===== src/rtl/uart_ctrl_pkg.sv =====
// rtl/uart_ctrl_pkg.sv - register offsets, CON bit indices and TX FSM states for uart_mmio_ctrl
package uart_ctrl_pkg;

    localparam logic [31:0] TXD_OFS = 32'h0;
    localparam logic [31:0] RXD_OFS = 32'h4;
    localparam logic [31:0] CON_OFS = 32'h8;

    localparam int CON_RX_FULL   = 0;
    localparam int CON_TX_EMPTY  = 1;
    localparam int CON_TX_FULL   = 2;
    localparam int CON_TX_ACTIVE = 3;
    localparam int CON_RX_OVR    = 4;
    localparam int CON_TX_OVF    = 5;
    localparam int CON_IRQ_RX_EN = 6;
    localparam int CON_IRQ_TX_EN = 7;

    typedef enum logic [1:0] {
        ST_IDLE    = 2'd0,
        ST_START   = 2'd1,
        ST_WAIT_HI = 2'd2,
        ST_WAIT_LO = 2'd3
    } tx_state_t;

endpackage


===== src/rtl/uart_tx_fifo.sv =====
// rtl/uart_tx_fifo.sv - byte FIFO feeding the UART transmitter
//
// Ports:
//   clk, reset          clock, asynchronous active-low reset (empties the FIFO)
//   push, push_data     enqueue a byte; ignored when full
//   pop                 dequeue the head; ignored when empty
//   head                current head byte
//   empty, full         occupancy flags derived from the occupancy counter
module uart_tx_fifo #(
    parameter int DEPTH = 4
) (
    input  logic       clk,
    input  logic       reset,
    input  logic       push,
    input  logic [7:0] push_data,
    input  logic       pop,
    output logic [7:0] head,
    output logic       empty,
    output logic       full
);

    localparam int PW = $clog2(DEPTH);
    localparam int CW = $clog2(DEPTH + 1);
    localparam logic [CW-1:0] FULL_CNT = CW'(DEPTH);

    logic [7:0]    mem [DEPTH];
    logic [PW-1:0] wr_ptr;
    logic [PW-1:0] rd_ptr;
    logic [CW-1:0] count;
    logic          push_ok;
    logic          pop_ok;

    // Flags come from the pre-edge count, so a push into a full FIFO is
    // rejected even if the head is popped in the same cycle.
    assign empty   = (count == '0);
    assign full    = (count == FULL_CNT);
    assign push_ok = push && !full;
    assign pop_ok  = pop && !empty;
    assign head    = mem[rd_ptr];

    // DEPTH is a power of two, so pointer wrap is the natural overflow.
    always_ff @(posedge clk or negedge reset) begin
        if (!reset) begin
            wr_ptr <= '0;
            rd_ptr <= '0;
            count  <= '0;
        end else begin
            if (push_ok) wr_ptr <= wr_ptr + 1'b1;
            if (pop_ok)  rd_ptr <= rd_ptr + 1'b1;
            count <= count + CW'(push_ok) - CW'(pop_ok);
        end
    end

    always_ff @(posedge clk) begin
        if (push_ok) mem[wr_ptr] <= push_data;
    end

endmodule


===== src/rtl/uart_mmio_ctrl.sv =====
// rtl/uart_mmio_ctrl.sv - memory-mapped UART controller (TXD/RXD/CON registers, TX FIFO, TX launch FSM)
//
// Optional feature macro: UART_CTRL_IRQ_EN (stores CON[7:6] and drives irq).
//
// Ports:
//   clk, reset                 clock, asynchronous active-low reset
//   addr, MemRead, MemWrite    CPU byte address and access strobes
//   wdata, rdata               write data, combinational read data
//   rx_data, rx_valid          received byte with one-cycle valid pulse
//   tx_data, tx_start, tx_busy byte to transmitter, launch pulse, transmitter busy
//   irq                        level interrupt request
module uart_mmio_ctrl
    import uart_ctrl_pkg::*;
#(
    parameter logic [31:0] BASE     = 32'h4000_0018,
    parameter int          TX_DEPTH = 4
) (
    input  logic        clk,
    input  logic        reset,
    input  logic [31:0] addr,
    input  logic        MemRead,
    input  logic        MemWrite,
    input  logic [31:0] wdata,
    output logic [31:0] rdata,
    input  logic [7:0]  rx_data,
    input  logic        rx_valid,
    output logic [7:0]  tx_data,
    output logic        tx_start,
    input  logic        tx_busy,
    output logic        irq
);

    logic       sel_txd, sel_rxd, sel_con;
    logic       wr_txd, wr_con, rd_rxd;
    logic [7:0] rxd, last_tx, fifo_head, con;
    logic       rx_full, rx_ovr, tx_ovf;
    logic       fifo_empty, fifo_full, tx_active;
    logic       irq_rx_en, irq_tx_en;
    tx_state_t  state, state_next;

    assign sel_txd = (addr == BASE + TXD_OFS);
    assign sel_rxd = (addr == BASE + RXD_OFS);
    assign sel_con = (addr == BASE + CON_OFS);
    assign wr_txd  = MemWrite && sel_txd;
    assign wr_con  = MemWrite && sel_con;
    assign rd_rxd  = MemRead && sel_rxd;

    uart_tx_fifo #(.DEPTH(TX_DEPTH)) u_fifo (
        .clk       (clk),
        .reset     (reset),
        .push      (wr_txd),
        .push_data (wdata[7:0]),
        .pop       (tx_start),
        .head      (fifo_head),
        .empty     (fifo_empty),
        .full      (fifo_full)
    );

    always_ff @(posedge clk or negedge reset) begin
        if (!reset) begin
            state <= ST_IDLE;
        end else begin
            state <= state_next;
        end
    end

    always_comb begin
        state_next = state;
        case (state)
            ST_IDLE:    if (!fifo_empty && !tx_busy) state_next = ST_START;
            ST_START:   state_next = ST_WAIT_HI;
            ST_WAIT_HI: if (tx_busy) state_next = ST_WAIT_LO;
            ST_WAIT_LO: if (!tx_busy) state_next = ST_IDLE;
            default:    state_next = ST_IDLE;
        endcase
    end

    assign tx_start  = (state == ST_START);
    assign tx_active = (state != ST_IDLE);
    assign tx_data   = tx_start ? fifo_head : last_tx;

    // A new byte arriving in the same cycle as an RXD read wins: the read
    // consumed the old byte, so rx_full stays set and no overrun is flagged.
    // Overrun/overflow sets take priority over a simultaneous W1C clear.
    always_ff @(posedge clk or negedge reset) begin
        if (!reset) begin
            rxd     <= 8'h0;
            rx_full <= 1'b0;
            rx_ovr  <= 1'b0;
            tx_ovf  <= 1'b0;
            last_tx <= 8'h0;
        end else begin
            if (rx_valid) begin
                rxd     <= rx_data;
                rx_full <= 1'b1;
            end else if (rd_rxd) begin
                rx_full <= 1'b0;
            end

            if (rx_valid && rx_full && !rd_rxd) rx_ovr <= 1'b1;
            else if (wr_con && wdata[CON_RX_OVR]) rx_ovr <= 1'b0;

            if (wr_txd && fifo_full) tx_ovf <= 1'b1;
            else if (wr_con && wdata[CON_TX_OVF]) tx_ovf <= 1'b0;

            if (tx_start) last_tx <= fifo_head;
        end
    end

`ifdef UART_CTRL_IRQ_EN
    logic unused_wdata;
    assign unused_wdata = ^wdata[31:8];

    always_ff @(posedge clk or negedge reset) begin
        if (!reset) begin
            irq_rx_en <= 1'b0;
            irq_tx_en <= 1'b0;
        end else if (wr_con) begin
            irq_rx_en <= wdata[CON_IRQ_RX_EN];
            irq_tx_en <= wdata[CON_IRQ_TX_EN];
        end
    end

    assign irq = (irq_rx_en && rx_full) || (irq_tx_en && fifo_empty && !tx_active);
`else
    logic unused_wdata;
    assign unused_wdata = ^{wdata[31:8], wdata[7:6]};
    assign irq_rx_en    = 1'b0;
    assign irq_tx_en    = 1'b0;
    assign irq          = 1'b0;
`endif

    assign con = {irq_tx_en, irq_rx_en, tx_ovf, rx_ovr,
                  tx_active, fifo_full, fifo_empty, rx_full};

    // Read data is forced to zero while reset is held low.
    always_comb begin
        rdata = 32'h0;
        if (reset && MemRead) begin
            if (sel_rxd)      rdata = {24'h0, rxd};
            else if (sel_con) rdata = {24'h0, con};
        end
    end

endmodule


===== config.mk =====
export PLATFORM = sky130hd
export DESIGN_NAME = uart_mmio_ctrl
export DESIGN_NICKNAME = d
export VERILOG_FILES = /design/src/rtl/uart_ctrl_pkg.sv /design/src/rtl/uart_tx_fifo.sv /design/src/rtl/uart_mmio_ctrl.sv
export SDC_FILE = /design/constraint.sdc
export NUM_CORES = 1
export LEC_CHECK = 0
export ABC_AREA = 1
export BUFFER_PORTS_ARGS = -buffer_cell sky130_fd_sc_hd__buf_2
export CORE_MARGIN = 5
export CORE_UTILIZATION = 44
export CTS_CLUSTER_SIZE = 28
export DETAILED_ROUTE_END_ITERATION = 7
export GPL_TIMING_DRIVEN = 0
export PLACE_DENSITY = 0.76
export SETUP_SLACK_MARGIN = 0.2
export SYNTH_ARGS = -nofsm -noshare
export SYNTH_HDL_FRONTEND = slang
export SYNTH_HIERARCHICAL = 1
export SYNTH_SLANG_ARGS = --single-unit

===== constraint.sdc =====
create_clock -name clk -period 2 [get_ports clk]
set_clock_uncertainty 0.2 [all_clocks]
set_input_delay 0.4 -clock clk [delete_from_list [all_inputs] [get_ports clk]]
set_output_delay 0.4 -clock clk [all_outputs]
set_load 0.1 [all_outputs]

==> run_results.csv <==
group,metric,value,unit
status,status,"complete, but fails checks",
status,failed_checks,"negative setup slack",
critical_path,path_common_cell,"buf_6",
logic_synthesis,synth-main-ff-cell,"edfxtp_1",
pwr,ir_drop,0.449,mV
clock_tree,cts_tree,"built",
critical_path,max_stage_delay,0.34,ns
global_route,grt_max_degree,29,
logic_synthesis,yosysTopAreaCell,"edfxtp_1",
global_route,first_global_vias,2707,
placement,place.gp.congestion,0.754,
route,drc,0,
logic_synthesis,asyncSetResetFlopFracSynth,46.7,%
logic_synthesis,ys_seq_elements,60,
route,wire_per_inst,13.3,microns
timing,drv_slew,0,
floorplan,rows,30,
clock_tree,cts_root_buffer,"clkbuf_8",
pwr,p_total,0.00619,W
route,drtPass1Iterations,4,
clock_tree,clk_pin_slew,0.07,ns
cells_and_area,antennaDiodeCount,0,
logic_synthesis,synthCells,338,
logic_synthesis,synth_cell_types,28,
critical_path,worstPathCellList,"buf_6 > clkinvlp_4 > buf_6 > o21ai_2 > nand2_1 > mux2_4 > buf_12",
timing,final.setup.worst_slack,-0.323,ns
cells_and_area,final_common_cell,"nand2_1",
route,drt-total-wl,7.57,mm
clock_tree,cts_made_buffers,9,
cells_and_area,drive_above_1_share,45.3,%
timing,timing.final.crit_share,116,%
clock_tree,cts_sinks,60,
critical_path,path_class,"flop to output port",
timing,grt_setup_unrepaired,"true",
timing,period_minus_slack,2.32,ns
floorplan,start_util,45.8,%
critical_path,critPathMaxFanout,6,
floorplan,coreArea,0.00691,sq mm
critical_path,end_kind,"output port",
critical_path,cpMaxStageDelayCell,"dfrtp_1",
critical_path,crit_buf_inv,4,
timing,hold_viol,0,
route,vias,2590,
floorplan,io_pins,120,
global_route,grt_pass1_wl,12.4,mm
logic_synthesis,avgSynthCellArea,9.35,sq um
clock_tree,clkLatencyLatePin,0.33,ns
pwr,powerDensity,1260,mW/mm^2
run,drv_cap,0,
route,drtIter0Drc,117,
timing,setup_viol,18,
cells_and_area,fin_nets,557,
floorplan,die_height,94.8,microns
critical_path,cp-start-kind,"flop",
critical_path,cp_data_required_time,1.40,ns
logic_synthesis,syn_area,0.00316,sq mm
route,vias_per_cell,4.56,
floorplan,dieArea,0.00898,sq mm
logic_synthesis,synth-edff-count,32,
placement,place_area,0.00396,sq mm
logic_synthesis,ys.warnings.count,6,
global_route,grt_antenna_before_repair,0,
clock_tree,h-tree-depth,3,
clock_tree,clockBufferDepth,2,
logic_synthesis,ys_seq_area_share,52.6,%
placement,hpwlAfterDp,5.03,mm
route,ant_nets,0,
critical_path,crit_family,"buffers and inverters",
cells_and_area,layout_common_cells,"nand2_1, buf_4, buf_2",
hold_path,worstHoldPathType,"input pin to flop",
cells_and_area,fillers,507,
logic_synthesis,synthTopCellsByArea,"edfxtp_1, dfrtp_1, nand2_1",
floorplan,die_w,94.8,microns
pwr,p_leak,2.30,nW
cells_and_area,syn_to_final_growth,54.8,%
global_route,grt_overflow,0,
timing,setup-tns-final,-4.30,ns
global_route,groute.usage.overall,18.1,%
cells_and_area,fin_area,0.00489,sq mm
timing,max_freq,430,MHz
logic_synthesis,synth.top_cell.area_share,30.4,%
critical_path,cp.arrival,1.72,ns
placement,numPortBuffers,70,
worst reg2reg max path: stages, from the launching register on:
cell and delay, ns:
dfrtp_2 0.44, ha_4 0.19, buf_6 0.13, nand2_1 0.08, inv_1 0.07, ha_4 0.26, inv_2 0.03, ha_4 0.14
fa_2 0.50
synth_stat cells, types with 3 or more instances:
cell type   n
a21oi_1     8
o21ai_1    11
dfrtp_1    28
inv_2       3
nor3_1      3
edfxtp_1   32
nand2_2     3
buf_4      26
ha_1       11
mux2_2      8
buf_6       3
nand2_1    77
nand3_1    23
inv_1      37
nor2_1     36
nor2_2      9
o21ai_0     8
metal layers:
metal  up-vias  GRT usage (%)  part of all wire [%]
li1       1292              -                     -
met1      1196           19.3                    37
met2        88           32.3                    52
met3        14           6.45                   8.8
met4         0           7.69                   2.2
met5         -              0                     0
cells by family (layout without fill, tap and decap cells):
kind of cell / after synthesis / count (layout) / synth area share, %
AND/OR/NAND/NOR: 158 / 158 / 22.7
multiplexers: 8 / 8 / 2.85
flip-flops: 60 / 60 / 52.6
adder cells (fa/ha/maj): 12 / 12 / 4.99
other: 1 / 25 / 0.119
buffers and inverters: 71 / 181 / 12.3
AO/OA/AOI/OAI: 28 / 28 / 4.51
metrics by stage:
| step | worst slack [ns] | hold slack [ns] | instances | util (%) |
|---|---|---|---|---|
| CTS | -0.359 | 0.0514 | 566 | 69.1 |
| detailed placement | -0.951 | 0.260 | 528 | 57.4 |
| global route | -0.432 | 0.0707 | 568 | 70.9 |
| floorplan | -0.465 | -0.0956 | 362 | - |
| finish | -0.323 | 0.0584 | 568 | 70.9 |
| global placement | -0.932 | 0.258 | 528 | 57.4 |
flip-flops by register name (all words and copies together), names as in the netlist:
name / count
tx_ovf: 1
rxd: 8
u_fifo/count: 3
rx_ovr: 1
u_fifo/wr_ptr: 2
u_fifo/rd_ptr: 2
last_tx: 8
state: 2
rx_full: 1
u_fifo/mem: 32
area by class of cell:
cell class / count / area (sq um) / share of cell area (%)
Clock buffer: 14 / 173 / 3.53
Clock inverter: 2 / 10.0 / 0.205
Tap cell: 96 / 120 / 2.45
Multi-Input combinational cell: 231 / 1550 / 31.7
Timing Repair Buffer: 94 / 960 / 19.6
Sequential cell: 60 / 1660 / 34.0
Buffer: 31 / 251 / 5.14
Inverter: 40 / 164 / 3.35
path summary, 6_finish.rpt:
check / slack [ns] / cells past startpoint / endpoint / startpoint
worst min-delay path: 0.06 / 3 / rxd[0] / rx_data[0]
min in group asynchronous: 0.46 / 3 / last_tx[2] / reset
worst min register to register: 0.28 / 2 / rxd[2] / rxd[2]
worst max register to register: -0.10 / 8 / u_fifo/count[1] / state[0]
worst max-delay path: -0.32 / 7 / tx_data[5] / u_fifo/rd_ptr[0]
max in group asynchronous: 0.96 / 3 / state[0] / reset
power by group:
part | total (W) | switching, W | leakage (nW) | internal, W
logic | 0.00360 | 0.00220 | 1.58 | 0.00140
clock network | 0.000997 | 0.000449 | 0.0965 | 0.000548
registers | 0.00160 | 0.000110 | 0.623 | 0.00148
what timing repair did:
item,4_1_cts,5_1_grt
hold buffers,2,0
resized for setup,115,23
endpoints found under the hold margin,28,0
setup endpoints to repair,52,52
pin swaps,54,31
buffers inserted,20,2
gates cloned,0,0
(Power assumes the default switching activity.)
